--- src/rtl/clk_int_div_dyn.sv ---
// Runtime-programmable integer clock divider with a registered divided clock, a period-start
// enable pulse and a valid/ready ratio update that only takes effect at a period boundary.
module clk_int_div_dyn #(
    parameter int unsigned DIV_WIDTH   = 8,
    parameter int unsigned DEFAULT_DIV = 4
) (
    input  logic                 clk_i,
    input  logic                 rst_i,
    input  logic                 en_i,
    input  logic [DIV_WIDTH-1:0] div_i,
    input  logic                 div_valid_i,
    output logic                 div_ready_o,
    output logic                 clk_o,
    output logic                 clk_en_o,
    output logic                 active_o
);

    typedef enum logic [0:0] {StPark, StRun} state_e;

    localparam logic [DIV_WIDTH-1:0] ResetDiv =
        (DEFAULT_DIV < 2) ? DIV_WIDTH'(2) : DIV_WIDTH'(DEFAULT_DIV);

    function automatic logic [DIV_WIDTH-1:0] clamp_div(input logic [DIV_WIDTH-1:0] v);
        return (v < DIV_WIDTH'(2)) ? DIV_WIDTH'(2) : v;
    endfunction

    state_e                 state_q, state_d;
    logic [DIV_WIDTH-1:0]   cur_div_q, cur_div_d;
    logic [DIV_WIDTH-1:0]   pend_div_q, pend_div_d;
    logic                   pend_vld_q, pend_vld_d;
    logic [DIV_WIDTH-1:0]   cnt_q, cnt_d;
    logic                   clk_q, clk_d;
    logic                   clk_en_q, clk_en_d;

    logic                   terminal;
    logic                   apply;
    logic                   xfer;
    logic [DIV_WIDTH-1:0]   next_div;
    logic [DIV_WIDTH-1:0]   high_len;
    logic [DIV_WIDTH-1:0]   cnt_inc;

    assign terminal = (cnt_q == cur_div_q - DIV_WIDTH'(1));
    assign apply    = pend_vld_q && ((state_q == StPark) || terminal);
    assign xfer     = div_valid_i && !pend_vld_q;
    assign next_div = apply ? pend_div_q : cur_div_q;
    assign cnt_inc  = cnt_q + DIV_WIDTH'(1);
    // ceil(N/2) without widening: N=2^W-1 would overflow N+1.
    assign high_len = (cur_div_q >> 1) + DIV_WIDTH'(cur_div_q[0]);

    always_comb begin
        state_d    = state_q;
        cur_div_d  = next_div;
        pend_div_d = pend_div_q;
        pend_vld_d = pend_vld_q;
        cnt_d      = cnt_q;
        clk_d      = clk_q;
        clk_en_d   = 1'b0;

        // xfer needs !pend_vld_q and apply needs pend_vld_q, so at most one fires.
        if (xfer) begin
            pend_div_d = clamp_div(div_i);
            pend_vld_d = 1'b1;
        end
        if (apply) begin
            pend_vld_d = 1'b0;
        end

        unique case (state_q)
            StPark: begin
                cnt_d = next_div - DIV_WIDTH'(1);
                clk_d = 1'b0;
                if (en_i) begin
                    state_d  = StRun;
                    cnt_d    = '0;
                    clk_d    = 1'b1;
                    clk_en_d = 1'b1;
                end
            end
            StRun: begin
                if (terminal) begin
                    if (en_i) begin
                        cnt_d    = '0;
                        clk_d    = 1'b1;
                        clk_en_d = 1'b1;
                    end else begin
                        state_d = StPark;
                        cnt_d   = next_div - DIV_WIDTH'(1);
                        clk_d   = 1'b0;
                    end
                end else begin
                    cnt_d = cnt_inc;
                    clk_d = (cnt_inc < high_len);
                end
            end
        endcase
    end

    always_ff @(posedge clk_i) begin
        if (rst_i) begin
            state_q    <= StPark;
            cur_div_q  <= ResetDiv;
            pend_div_q <= ResetDiv;
            pend_vld_q <= 1'b0;
            cnt_q      <= ResetDiv - DIV_WIDTH'(1);
            clk_q      <= 1'b0;
            clk_en_q   <= 1'b0;
        end else begin
            state_q    <= state_d;
            cur_div_q  <= cur_div_d;
            pend_div_q <= pend_div_d;
            pend_vld_q <= pend_vld_d;
            cnt_q      <= cnt_d;
            clk_q      <= clk_d;
            clk_en_q   <= clk_en_d;
        end
    end

    assign div_ready_o = !pend_vld_q;
    assign clk_o       = clk_q;
    assign clk_en_o    = clk_en_q;
    assign active_o    = (state_q == StRun);

endmodule
--- config.mk ---
export PLATFORM = sky130hd
export DESIGN_NAME = clk_int_div_dyn
export DESIGN_NICKNAME = d
export VERILOG_FILES = /design/src/rtl/clk_int_div_dyn.sv
export SDC_FILE = /design/constraint.sdc
export NUM_CORES = 1
export LEC_CHECK = 0
export BUFFER_PORTS_ARGS = -buffer_cell sky130_fd_sc_hd__buf_2
export CAP_MARGIN = 20
export CORE_UTILIZATION = 35
export DETAILED_ROUTE_END_ITERATION = 12
export PLACE_DENSITY = 0.55
export REMOVE_ABC_BUFFERS = 1
export SLEW_MARGIN = 20
export SYNTH_ARGS = -nofsm -noshare
export SYNTH_HDL_FRONTEND = slang
export SYNTH_SLANG_ARGS = --single-unit
--- constraint.sdc ---
create_clock -name clk_i -period 5.55 [get_ports clk_i]
set_input_delay 0.2775 -clock clk_i [delete_from_list [all_inputs] [get_ports clk_i]]
set_output_delay 0.2775 -clock clk_i [all_outputs]
set_load 0.02 [all_outputs]
==> flow_metrics.tcl <==
set metrics [dict create \
    clk_pin_slew_worst_paths_ps 110 \
    pwr-share-seq_pct 37.9 \
    synthesis.area_um2 1920 \
    synth_compound_area_share_pct 14.9 \
    cts_tree "yes" \
    maxSlewViolCount 0 \
    drcViolationCount 0 \
    ys_async_sr_fraction_pct 0 \
    firstDrtPassIters 4 \
    crit_required_ps 5770 \
    die_area_um2 5780 \
    htree_levels 1 \
    p_per_area_nw_per_um2 353 \
    drt_wl_total_um 4480 \
    grt_max_degree 24 \
    synthMuxAreaShare_pct 4.70 \
    ys_ff_latch 28 \
    fmax_mhz 280 \
    clk_path_buf_depth 2 \
    reg2reg_slack_ps 1980 \
    outcome "complete, no violations" \
    p_sw_share_pct 38.0 \
    initial_utilization_pct 36.8 \
    drive_above_1_share_pct 11.5 \
    worst_slew_pin_slew_ps 661 \
    finalCriticalPeriod_ps 3570 \
    grt_setup_unrepaired "false" \
    dp.final_hpwl_um 3300 \
    hold_violations 0 \
    clockPowerShare_pct 22.7 \
    die_x_um 76.0 \
    fin_area_um2 2080 \
    drt-met1-wl_um 2210 \
    critPathKind "register to register" \
    ys_types 46 \
    synth_edf_count 0 \
    power.internal_uw 455 \
    wl_per_cell_um 14.7 \
    ios 16 \
    numCtsBuffers 3 \
    critPathLaunchType "register" \
    yosysWarnings 0 \
    ant_nets 0 \
    yosysSeqAreaShare_pct 29.2 \
    vias 1583 \
    grt_pass1_vias 1478 \
    num_antenna_cells 0 \
    finalSetupTns_ps 0 \
    gr-total-overflow 0 \
    max_slew_margin_pct 55.9 \
    pwr-share-comb_pct 39.4 \
    routed-wl-met3_um 147 \
    cts_root_buf "clkbuf_8" \
    synth-simple-area-share_pct 23.6 \
    hold_buffers 0 \
    place_area_um2 2000 \
    portBuffers 15 \
    post_cts_buffers 0 \
    hold_path.class "input pin to register" \
    gp_congestion 0.838 \
    vias_per_cell 5.21 \
    die_h_um 76.0 \
    antenna_found_initial 0 \
    synth_top_family_by_area "simple AND/OR/NAND/NOR gates" \
    grt_pass1_wl_um 7670 \
    global_route.usage.total_pct 16.5 \
    dr_wl_met2_um 2100 \
    drt_iter0_drc 124 \
    row_count 26 \
    utilization_pct 39.9 \
    layout_common_cells "nand2_1, dfxtp_1, nor2_1" \
    clock_sinks 28 \
    fill_cells 557 \
    ctsResizeCount 0 \
    final_nets 259 \
    critPathMaxFanout 12 \
    syn_avg_cell_area_um2 8.30 \
    p_leak_uw 0.000878 \
    setup_viol 0 \
    insertion_delay_ps 280 \
    fin_crit_sh_pct 64.3 \
    syn_to_final_growth_pct 8.29 \
    switching_power_uw 278 \
    pre_cts_ws_ps 1990 \
    worst_slack_ps 1980 \
    cap_violations 0 \
    fin_skew_ps 9.59 \
    top_layer "met4" \
    ir_worst_vdd_mv 0.130 \
    crit_path_end_kind "register" \
    synthFlopType "dfxtp_1" \
    synth_xor_area_share_pct 14.0 \
    synthAdderAreaFrac_pct 7.83 \
    synthCells 231 \
    core-area_um2 5200 \
    worstPathArrival_ps 3790 \
]
## worst max-delay path, stage by stage, from the launching register on
cell,delay (ps)
dfxtp_1,480
or3_1,450
or4_4,440
o2111ai_2,250
nand4_2,360
mux2i_1,330
ha_1,250
inv_1,80
nor2_1,130
xor2_1,160
mux2i_1,80
or3_1,320
a21oi_1,160
## synth_stat cells (2+ instances only)
master | count | area share, %
buf_6 | 2 | 1.2
nand3_1 | 7 | 1.8
dfxtp_1 | 28 | 29
a21oi_1 | 16 | 4.2
nand2b_1 | 3 | 0.98
o211ai_1 | 5 | 2.0
or2_2 | 2 | 0.65
inv_1 | 9 | 1.8
nor2_1 | 18 | 3.5
xnor2_1 | 16 | 7.3
nor4_1 | 3 | 0.98
nor3_1 | 5 | 1.3
nor2b_1 | 2 | 0.65
clkbuf_1 | 12 | 2.3
a2111o_1 | 3 | 1.8
xor2_1 | 12 | 5.5
ha_1 | 12 | 7.8
o21ai_0 | 3 | 0.78
or3_1 | 4 | 1.3
and3_1 | 5 | 1.6
mux2i_1 | 9 | 4.7
buf_1 | 2 | 0.39
o21a_1 | 3 | 1.2
nand2_1 | 28 | 5.5
## per-stage QoR
stage | total power (µW) | cells | hold slack [ps]
finish | 733 | 304 | 237
global route | 787 | 304 | 225
detailed placement | 572 | 300 | 483
floorplan | 490 | 215 | 347
CTS | 739 | 304 | 231
global placement | 573 | 300 | 488
## sequential cells by signal, indices dropped and copies added (netlist names)
name and cells:
active_o 1, clk_en_o 1, clk_o 1, cnt_q 8, cur_div_q 8, pend_div_q 8, pend_vld_q 1
## worst paths after layout
kind                               startpoint       endpoint  depth (start not counted)
worst max-delay path             cur_div_q[3]       cnt_q[6]                         12
worst min-delay path                 div_i[0]  pend_div_q[0]                          3
worst max register to register   cur_div_q[3]       cnt_q[6]                         12
worst min register to register  pend_div_q[7]  pend_div_q[7]                          2
## final cells by class
cell class | count | area, µm² | area share (%)
clock buffers | 3 | 41.3 | 1.99
clock inverters | 1 | 30.0 | 1.45
inverters | 9 | 33.8 | 1.63
multi-input cells | 178 | 1250 | 60.1
flip-flops and latches | 28 | 561 | 27.0
well taps | 70 | 87.6 | 4.22
repair buffers | 15 | 75.1 | 3.62
## power groups by stage
stage / registers [µW] / clock network, µW / logic, µW
floorplan: 276 / 0 / 214
global placement: 282 / 0 / 292
detailed placement: 282 / 0 / 289
CTS: 277 / 170 / 292
global route: 284 / 178 / 325
finish: 278 / 166 / 289
## routing by layer
layer	track usage [%]	vias to the layer above
met2	27.4	30
met1	22.9	741
met3	2.87	2
met5	0	-
met4	2.31	0
li1	-	810
## logic make-up after synthesis
group / count (synthesis)
multiplexers: 9
buffers and inverters: 25
AO/OA/AOI/OAI: 40
adder cells (fa/ha/maj): 12
XOR/XNOR: 29
flip-flops: 28
AND/OR/NAND/NOR: 88
(Power assumes the default switching activity.)
